[src/rtl/rtc_bus_ctrl.sv]
// rtc_bus_ctrl
//   Runs one multiplexed address/data transaction on the external RTC
//   parallel bus: an address phase, then a write-data or read-data phase,
//   then a one-cycle fin pulse that clears the PicoBlaze command flags.
//
// Ports
//   clk        : system clock, rising edge
//   reset      : synchronous, active-high reset
//   escribe    : write command (level, sampled only in IDLE)
//   lee        : read command (level, sampled only in IDLE)
//   dir        : RTC register address
//   dato       : write data
//   ad_in      : value sampled from the AD pins
//   ad_out     : value driven onto the AD pins
//   ad_oe      : 1 = drive ad_out onto the pins
//   cs_n       : chip select, active low
//   rd_n       : read strobe, active low
//   wr_n       : write strobe, active low
//   ad_n       : 0 = address cycle, 1 = data cycle
//   dato_leido : last byte read from the RTC
//   busy       : high in every state except IDLE
//   fin        : one-cycle completion pulse
module rtc_bus_ctrl #(
  parameter int unsigned T_PULSE = 8,
  parameter int unsigned T_GAP   = 4
) (
  input  logic       clk,
  input  logic       reset,
  input  logic       escribe,
  input  logic       lee,
  input  logic [7:0] dir,
  input  logic [7:0] dato,
  input  logic [7:0] ad_in,
  output logic [7:0] ad_out,
  output logic       ad_oe,
  output logic       cs_n,
  output logic       rd_n,
  output logic       wr_n,
  output logic       ad_n,
  output logic [7:0] dato_leido,
  output logic       busy,
  output logic       fin
);

  localparam logic [2:0] IDLE       = 3'd0;
  localparam logic [2:0] ADDR_PULSE = 3'd1;
  localparam logic [2:0] ADDR_GAP   = 3'd2;
  localparam logic [2:0] DATA_PULSE = 3'd3;
  localparam logic [2:0] DATA_GAP   = 3'd4;
  localparam logic [2:0] DONE       = 3'd5;

  // Down-counter reload values: a phase of N cycles ends when the count hits 0.
  localparam logic [7:0] PULSE_LOAD = 8'(T_PULSE - 32'd1);
  localparam logic [7:0] GAP_LOAD   = 8'(T_GAP - 32'd1);

  logic [2:0] state_r, state_s;
  logic [7:0] cnt_r, cnt_s;
  logic [7:0] dir_r, dir_s;
  logic [7:0] dato_r, dato_s;
  logic       op_wr_r, op_wr_s;
  logic       capture_s;

  logic       cs_n_s, rd_n_s, wr_n_s, ad_n_s, ad_oe_s, busy_s, fin_s;
  logic [7:0] ad_out_s;

  // Next-state, phase counter and command latching.
  always_comb begin
    state_s   = state_r;
    cnt_s     = cnt_r;
    dir_s     = dir_r;
    dato_s    = dato_r;
    op_wr_s   = op_wr_r;
    capture_s = 1'b0;
    case (state_r)
      IDLE: begin
        if (escribe || lee) begin
          dir_s   = dir;
          dato_s  = dato;
          op_wr_s = escribe;     // write wins when both commands are high
          state_s = ADDR_PULSE;
          cnt_s   = PULSE_LOAD;
        end else begin
          state_s = IDLE;
        end
      end
      ADDR_PULSE: begin
        if (cnt_r == 8'd0) begin
          state_s = ADDR_GAP;
          cnt_s   = GAP_LOAD;
        end else begin
          cnt_s = cnt_r - 8'd1;
        end
      end
      ADDR_GAP: begin
        if (cnt_r == 8'd0) begin
          state_s = DATA_PULSE;
          cnt_s   = PULSE_LOAD;
        end else begin
          cnt_s = cnt_r - 8'd1;
        end
      end
      DATA_PULSE: begin
        if (cnt_r == 8'd0) begin
          state_s   = DATA_GAP;
          cnt_s     = GAP_LOAD;
          capture_s = ~op_wr_r;  // read data is taken while rd_n is still low
        end else begin
          cnt_s = cnt_r - 8'd1;
        end
      end
      DATA_GAP: begin
        if (cnt_r == 8'd0) begin
          state_s = DONE;
          cnt_s   = 8'd0;
        end else begin
          cnt_s = cnt_r - 8'd1;
        end
      end
      DONE: begin
        state_s = IDLE;
        cnt_s   = 8'd0;
      end
      default: begin
        state_s = IDLE;
        cnt_s   = 8'd0;
      end
    endcase
  end

  // Output values belonging to the state being entered, so they can be registered.
  always_comb begin
    cs_n_s   = 1'b1;
    rd_n_s   = 1'b1;
    wr_n_s   = 1'b1;
    ad_n_s   = 1'b1;
    ad_oe_s  = 1'b0;
    ad_out_s = 8'h00;
    busy_s   = 1'b1;
    fin_s    = 1'b0;
    case (state_s)
      IDLE: begin
        busy_s = 1'b0;
      end
      ADDR_PULSE: begin
        cs_n_s   = 1'b0;
        wr_n_s   = 1'b0;
        ad_n_s   = 1'b0;
        ad_oe_s  = 1'b1;
        ad_out_s = dir_s;
      end
      ADDR_GAP: begin
        ad_n_s   = 1'b0;
        ad_oe_s  = 1'b1;
        ad_out_s = dir_s;
      end
      DATA_PULSE: begin
        cs_n_s = 1'b0;
        if (op_wr_s) begin
          wr_n_s   = 1'b0;
          ad_oe_s  = 1'b1;
          ad_out_s = dato_s;
        end else begin
          rd_n_s  = 1'b0;        // bus released so the RTC can drive AD
          ad_oe_s = 1'b0;
        end
      end
      DATA_GAP: begin
        if (op_wr_s) begin
          ad_oe_s  = 1'b1;
          ad_out_s = dato_s;
        end else begin
          ad_oe_s = 1'b0;
        end
      end
      DONE: begin
        fin_s = 1'b1;
      end
      default: begin
        busy_s = 1'b0;
      end
    endcase
  end

  // State, latched command and registered bus outputs.
  always_ff @(posedge clk) begin
    if (reset) begin
      state_r    <= IDLE;
      cnt_r      <= 8'd0;
      dir_r      <= 8'h00;
      dato_r     <= 8'h00;
      op_wr_r    <= 1'b0;
      cs_n       <= 1'b1;
      rd_n       <= 1'b1;
      wr_n       <= 1'b1;
      ad_n       <= 1'b1;
      ad_oe      <= 1'b0;
      ad_out     <= 8'h00;
      dato_leido <= 8'h00;
      busy       <= 1'b0;
      fin        <= 1'b0;
    end else begin
      state_r <= state_s;
      cnt_r   <= cnt_s;
      dir_r   <= dir_s;
      dato_r  <= dato_s;
      op_wr_r <= op_wr_s;
      cs_n    <= cs_n_s;
      rd_n    <= rd_n_s;
      wr_n    <= wr_n_s;
      ad_n    <= ad_n_s;
      ad_oe   <= ad_oe_s;
      ad_out  <= ad_out_s;
      busy    <= busy_s;
      fin     <= fin_s;
      if (capture_s) begin
        dato_leido <= ad_in;
      end else begin
        dato_leido <= dato_leido;
      end
    end
  end

endmodule
[config.mk]
export PLATFORM = sky130hd
export DESIGN_NAME = rtc_bus_ctrl
export DESIGN_NICKNAME = d
export VERILOG_FILES = /design/src/rtl/rtc_bus_ctrl.sv
export SDC_FILE = /design/constraint.sdc
export NUM_CORES = 1
export LEC_CHECK = 0
export BUFFER_PORTS_ARGS = -buffer_cell sky130_fd_sc_hd__buf_2
export CAP_MARGIN = 10
export CORE_ASPECT_RATIO = 1.1
export CORE_MARGIN = 5
export CORE_UTILIZATION = 40
export CTS_CLUSTER_SIZE = 10
export DETAILED_ROUTE_END_ITERATION = 10
export GPL_ROUTABILITY_DRIVEN = 0
export GPL_TIMING_DRIVEN = 0
export PLACE_DENSITY = 0.64
export RECOVER_POWER = 25
export SYNTH_ARGS = -nofsm -noshare
export SYNTH_HDL_FRONTEND = slang
export SYNTH_SLANG_ARGS = --single-unit
[constraint.sdc]
create_clock -name clk -period 4.25 [get_ports clk]
set_input_delay 0.425 -clock clk [delete_from_list [all_inputs] [get_ports clk]]
set_output_delay 0.425 -clock clk [all_outputs]
set_load 0.02 [all_outputs]
==> metrics.yaml, run 1 <==
timing:
  hold_viol_final: 0
  grt_setup_unrepaired: "false"
  slew_headroom_pct: 61.16
  fin_worst_skew_ps: 6.691
  finalCritPeriodShare_pct: 50.03
  fmax_mhz: 470.3
  tightest_slew_ps: 580.4
  drv_slew: 0
  fin_crit_ps: 2126
  finalSetupViolCount: 0
  setup_tns_ps: 0
worst_setup_path:
  r2r-end: "cnt_r[5]"
  r2r_slack_ps: 2120
  cp_data_required_time_ps: 4430
  cp.buffers_inverters: 1
  cp_cell_sequence: "inv_1 -> ha_1 -> nor3b_2 -> a21boi_0 -> o221ai_1 -> nor2_1"
  slowest_stage: "nor3b_2"
  arrival_ps: 2300
  critPathMaxStageDelay_ps: 540
  end_kind: "register"
  cp_max_fo: 8
  rr_worst_depth: 6
  crit_type: "register to register"
  r2r_start: "cnt_r[0]"
  critPathTopFamily: "compound AO/OA/AOI/OAI gates"
  critPathLaunchType: "register"
final_layout:
  final_layout_size_suffix_gt1_share_pct: 21.43
  syn_to_final_growth_pct: 20.00
  final_nets: 295
  fin_util_pct: 48.53
  multi_input_area_um2: 1042
  antenna_cells: 0
  regArea_um2: 1021
  fill_cells: 520
min_path:
  min_to: "dato_leido[2]"
  hp-start: "ad_in[2]"
  hold_path_class: "primary input to register"
  hold_depth: 3
global_route:
  grt_pass1_wl_mm: 7.755
  grt_max_degree: 16
  globalRouteOverflowTotal: 0
  grt-busiest-layer: "met2"
  use_met1_pct: 17.08
  antenna_found_initial: 0
  grt_use_total_pct: 14.09
  grt_use_met3_pct: 4.054
  use_met2_pct: 23.84
  grt_pass1_vias: 1684
clock_tree:
  cts_root_buffer: "clkbuf_8"
  cts.hold.buffers_added: 0
  cts-resized-gates: 0
  clk_latency_ps: 300
  cts_buffers: 5
  cts.clk_slew.worst_paths_ps: 80
  cts.sinks: 51
  postCtsSetupBuffers: 0
  htree_levels: 2
  cts_tree: "built"
  clock_path_buffers: 2
pwr:
  p_int_uw: 926.8
  power.leakage_nw: 1.075
  pwr-share-comb_pct: 34.8
  power_frac_clock_pct: 22.7
  peakVddDrop_mv: 0.1908
  powerDensity_nw_per_um2: 550.7
  power.switching_uw: 487.2
  p_sw_share_pct: 34.45
  power.share.sequential_pct: 42.5
die:
  die_w_um: 79.73
  initial_core_util_pct: 40.44
  io_pins: 51
  die_area_um2: 6913
  fp.coreArea_um2: 5290
  die_y_um: 86.71
  rows: 28
job:
  cap_violations: 0
placement:
  hpwlAfterDp_mm: 3.454
  port_buffers: 50
route:
  viasPerCell: 5.144
  routed_wl_mm: 4.728
  avgRoutedWirePerCell_um: 13.87
  drt_iter0_markers: 78
  drc: 0
  postRouteAntennaNets: 0
  drt_pass1_iterations: 4
  dr_total_vias: 1754
yosys:
  avgSynthCellArea_um2: 10.24
  synth_edf_count: 0
  synth_cells: 209
  synth_ff_type: "dfxtp_1"
  syn_nets: 238
  syn_area_um2: 2140
  synth_area_leaders: "dfxtp_1, mux2i_1, nor2_1, o32ai_1, xnor2_1"
  async_reset_ff_share_pct: 0
  synth_top_area_cell: "dfxtp_1"
  synth.lib_cells_used.distinct: 51
  yosys_register_bits: 51
  ys_seq_area_share_pct: 47.72
  synth_top_area_share_pct: 47.72
  yosys_warnings: 0
outcome:
  status: "completed"
-- metrics by stage --
stage               instances  area [um^2]  hold WS [ps]  setup slack, ps  power (mW)
global route              341         2567         346.9             1950       1.510
CTS                       341         2590         347.9             2145       1.434
finish                    341         2567         351.5             2124       1.414
global placement          334         2484         469.9             2163       1.105
floorplan                 209         2140         442.0             2466      0.9904
detailed placement        334         2484         476.6             2151       1.110
-- routing by layer --
| layer | vias up | wire length (um) | share of wire (%) |
|---|---|---|---|
| met5 | - | 0 | 0 |
| met4 | 0 | 66 | 1.4 |
| met3 | 6 | 282 | 6.0 |
| met2 | 45 | 2241 | 47 |
| met1 | 826 | 2138 | 45 |
| li1 | 877 | - | - |
-- logic make-up after synthesis --
family	after synthesis	share of synthesized area, %
buffers and inverters	16	3.567
AOI/OAI and AO/OA	51	18.83
muxes	22	10.29
xor gates and xnor gates	8	3.275
and+or+nand+nor	60	15.73
DFF	51	47.72
adders and majority gates	1	0.5847
-- flip-flops by register name, summed over array words and instances (netlist names) --
name,flops
ad_n,1
fin,1
dir_r,8
op_wr_r,1
cnt_r,8
ad_out,8
dato_r,8
ad_oe,1
dato_leido,8
wr_n,1
busy,1
rd_n,1
state_r,3
cs_n,1
-- power by group through the flow --
stage	sequential, mW	clock (mW)	combinational (mW)
floorplan	0.635	0	0.355
global placement	0.610	0	0.495
detailed placement	0.611	0	0.499
CTS	0.600	0.332	0.502
global route	0.611	0.355	0.544
finish	0.602	0.321	0.492
-- how the worst max path moves through the flow --
stage | start | end | slack [ps] | cells past startpoint
2_1_floorplan | cnt_r[0] | ad_out[0] | 2470 | 6
3_3_place_gp | lee | ad_out[4] | 2160 | 5
3_5_place_dp | cnt_r[0] | cnt_r[3] | 2150 | 6
4_1_cts | cnt_r[0] | cnt_r[3] | 2150 | 6
5_1_grt | cnt_r[0] | ad_out[0] | 1950 | 6
6_report | cnt_r[0] | cnt_r[5] | 2120 | 6
-- layout make-up --
| class | instances | share of cell area [%] |
|---|---|---|
| flip-flops and latches | 51 | 39.77 |
| plain buffers | 8 | 1.803 |
| repair buffers | 50 | 8.869 |
| multi-input cells | 142 | 40.59 |
| inverters | 8 | 1.170 |
| well taps | 75 | 3.655 |
| clock buffers | 5 | 2.680 |
| clock inverters | 2 | 1.462 |
-- Yosys cell counts, types with 2 or more instances --
master,n
a2111oi_1,2
a211o_1,2
a211oi_1,4
a21boi_0,3
a21o_1,2
a21oi_1,9
and3_1,2
buf_4,2
clkbuf_1,4
dfxtp_1,51
inv_1,7
mux2i_1,22
nand2_1,2
nand3_1,4
nor2_1,32
nor3_1,2
o21a_1,4
o21ai_0,3
o21bai_1,2
o221ai_1,4
o32ai_1,8
or2_2,3
xnor2_1,7
-- cell usage in the layout (no fill, tap or decap), drive strengths merged, types with 4 or more instances in the layout --
| cell type | synthesis | routed |
|---|---|---|
| a211oi | 4 | 4 |
| a21oi | 10 | 10 |
| buf | 4 | 36 |
| clkbuf | 4 | 27 |
| dfxtp | 51 | 51 |
| inv | 7 | 7 |
| mux2i | 22 | 22 |
| nand3 | 5 | 5 |
| nor2 | 32 | 32 |
| nor3 | 4 | 4 |
| o21a | 4 | 4 |
| o21ai | 4 | 4 |
| o221ai | 5 | 5 |
| o32ai | 8 | 8 |
| xnor2 | 7 | 7 |
-- tightest hold or removal path: stages --
cell and delay, ps:
buf_2 70, mux2i_1 50, nor2_1 70
Power figures use the tool's default switching activity.
==> inputs of run 2 (changes only) <==
--- a/config.mk
+++ b/config.mk
@@ -5,6 +5,7 @@
 export SDC_FILE = /design/constraint.sdc
 export NUM_CORES = 1
 export LEC_CHECK = 0
+export ABC_AREA = 1
 export BUFFER_PORTS_ARGS = -buffer_cell sky130_fd_sc_hd__buf_2
 export CAP_MARGIN = 10
 export CORE_ASPECT_RATIO = 1.1
@@ -14,7 +15,7 @@
 export DETAILED_ROUTE_END_ITERATION = 10
 export GPL_ROUTABILITY_DRIVEN = 0
 export GPL_TIMING_DRIVEN = 0
-export PLACE_DENSITY = 0.64
+export PLACE_DENSITY = 0.66
 export RECOVER_POWER = 25
 export SYNTH_ARGS = -nofsm -noshare
 export SYNTH_HDL_FRONTEND = slang
==> constraint.sdc (replaced) <==
create_clock -name clk -period 1.8 [get_ports clk]
set_input_delay 0.18 -clock clk [delete_from_list [all_inputs] [get_ports clk]]
set_output_delay 0.18 -clock clk [all_outputs]
set_load 0.02 [all_outputs]
==> metrics.yaml, run 2 <==
outcome:
  status: "completed"
pwr:
  power.share.sequential_pct: 33.1
  pwr-share-comb_pct: 50.2
  peakVddDrop_mv: 0.8460
  power.leakage_nw: 1.229
  p_sw_share_pct: 43.31
  total_power_mw: 4.998
  powerDensity_nw_per_um2: 1832
  power.switching_mw: 2.165
  power_frac_clock_pct: 16.7
  p_int_mw: 2.833
yosys:
  synth_top_area_share_pct: 45.31
  yosys_register_bits: 51
  async_reset_ff_share_pct: 0
  syn_nets: 324
  synth_ff_type: "dfxtp_1"
  synth_cells: 295
  synth_commonest_cells: "dfxtp_1, nor2_1, inv_1"
  avgSynthCellArea_um2: 7.639
  ys_seq_area_share_pct: 45.31
  synth_area_leaders: "dfxtp_1, nor2_1, inv_1, nand2_1, a21oi_1"
  syn_area_um2: 2253
  synth_edf_count: 0
  yosysMostFrequentCell: "dfxtp_1"
  yosys_warnings: 0
  synth_top_area_cell: "dfxtp_1"
  synth.lib_cells_used.distinct: 31
timing:
  setup_tns_ps: 0
  slew_headroom_pct: 66.84
  drv_slew: 0
  fin_crit_ps: 1675
  finalSetupViolCount: 0
  tightest_slew_ps: 497.3
  fin_worst_skew_ps: 9.049
  fmax_mhz: 597.0
  hold_viol_final: 0
  finalCritPeriodShare_pct: 93.05
  grt_setup_unrepaired: "false"
die:
  die_y_um: 88.72
  rows: 28
  io_pins: 51
  die_w_um: 81.57
  die_area_um2: 7236
  initial_core_util_pct: 41.50
  fp.coreArea_um2: 5430
clock_tree:
  cts_buffers: 5
  clock_path_buffers: 2
  cts.sinks: 51
  cts_tree: "built"
  cts_root_buffer: "clkbuf_8"
  cts.hold.buffers_added: 0
  cts.clk_slew.worst_paths_ps: 90
  htree_levels: 2
  clk_latency_ps: 310
worst_setup_path:
  cp_max_fo: 8
  critPathTopFamily: "simple AND/OR/NAND/NOR gates"
  arrival_ps: 1840
  slowest_stage: "dfxtp_1"
  end_kind: "register"
  crit_type: "register to register"
  cp_data_required_time_ps: 1970
  cp_cell_sequence: "inv_2 -> nand2_4 -> nor2_8 -> o21ai_4 -> inv_1 -> or2_2 -> o21a_1 -> nand2_1 -> a21oi_1"
  r2r_slack_ps: 130
  cp.buffers_inverters: 2
  critPathLaunchType: "register"
  critPathMaxStageDelay_ps: 410
final_layout:
  mostFrequentLayoutCells: "dfxtp_1, nor2_1, inv_1, nand2_1, buf_2"
  final_nets: 381
  final_area_um2: 2729
  final_layout_size_suffix_gt1_share_pct: 23.51
  syn_to_final_growth_pct: 21.10
  antenna_cells: 0
  fin_cells: 428
  final_common_cell: "dfxtp_1"
global_route:
  antenna_found_initial: 0
  globalRouteOverflowTotal: 0
  grt_use_total_pct: 15.31
  grt_pass1_vias: 1900
  grt_pass1_wl_mm: 8.549
  grt_max_degree: 16
placement:
  place_area_um2: 2592
  port_buffers: 49
  dp.cells: 419
  hpwlAfterDp_mm: 3.825
route:
  viasPerCell: 4.689
  postRouteAntennaNets: 0
  drt_pass1_iterations: 4
  avgRoutedWirePerCell_um: 12.11
  dr_total_vias: 2007
  drc: 0
  routed_wl_mm: 5.183
  drt_iter0_markers: 97
job:
  cap_violations: 0
min_path:
  hold_path_class: "primary input to register"
==> run 2: changes by cell type after synthesis, sizes merged, moves of 8 or more <==
cell / before / now
inv: 7 / 46
mux2i: 22 / 0
nand2: 2 / 51
nand3: 5 / 14
nor2: 32 / 55
o21ai: 4 / 16
o32ai: 8 / 0
==> run 2: routing by layer <==
| layer | global-route usage (%) | up-vias | part of all wire (%) |
|---|---|---|---|
| met2 | 26.67 | 36 | 50 |
| li1 | - | 1040 | - |
| met4 | 5.991 | 0 | 1.7 |
| met1 | 18.07 | 924 | 44 |
| met5 | 0 | - | 0 |
| met3 | 3.564 | 7 | 3.9 |
==> run 2: cells by family after synthesis <==
logic type / count (synthesis) / synth area share (%)
AND/OR/NAND/NOR: 133 / 28.32
buffers and inverters: 55 / 10.16
AO/OA/AOI/OAI: 53 / 14.88
flip-flops: 51 / 45.31
XOR/XNOR: 2 / 0.7775
adder cells (fa/ha/maj): 1 / 0.5552
==> run 2: final timing paths <==
check | from | to | cells past startpoint
hold reg to reg | dato_leido[5] | dato_leido[5] | 2
hold / removal | dato[6] | dato_r[6] | 3
setup reg to reg | state_r[0] | ad_out[0] | 9
setup / recovery | state_r[0] | ad_out[0] | 9
==> run 2: power groups by stage <==
stage	Combinational (mW)	Sequential [mW]	Clock (mW)
3_3_place_gp	2.41	1.66	0
4_1_cts	2.46	1.65	0.851
6_report	2.51	1.66	0.834
2_1_floorplan	1.71	1.84	0
5_1_grt	2.81	1.70	0.897
3_5_place_dp	2.44	1.67	0
==> run 2: area by class of cell <==
| class | instances | area (um^2) |
|---|---|---|
| well taps | 75 | 93.84 |
| fillers | 526 | 2701 |
| clock inverters | 2 | 35.03 |
| flip-flops and latches | 51 | 1022 |
| inverters | 46 | 172.7 |
| plain buffers | 9 | 56.30 |
| clock buffers | 6 | 82.58 |
| multi-input cells | 189 | 1036 |
| repair buffers | 50 | 230.2 |
==> run 2: stage by stage <==
step	utilization [%]	worst slack [ps]	hold WS, ps
2_1_floorplan	-	241.5	344.0
3_3_place_gp	47.74	11.74	434.2
3_5_place_dp	47.74	31.52	445.8
4_1_cts	49.95	12.15	120.3
5_1_grt	50.25	1.188	144.4
6_report	50.25	125.1	127.2
==> run 2: tightest hold or removal path: stages <==
cell     delay [ps]
buf_2            70
o21ai_1          70
nor2_1           80
==> run 2: timing repair <==
| action | CTS | global route |
|---|---|---|
| endpoints found under the hold margin | 0 | 0 |
| resized for setup | 1 | 14 |
| buffers inserted | 0 | 1 |
| pin swaps | 0 | 2 |
| setup endpoints to repair | 2 | 19 |
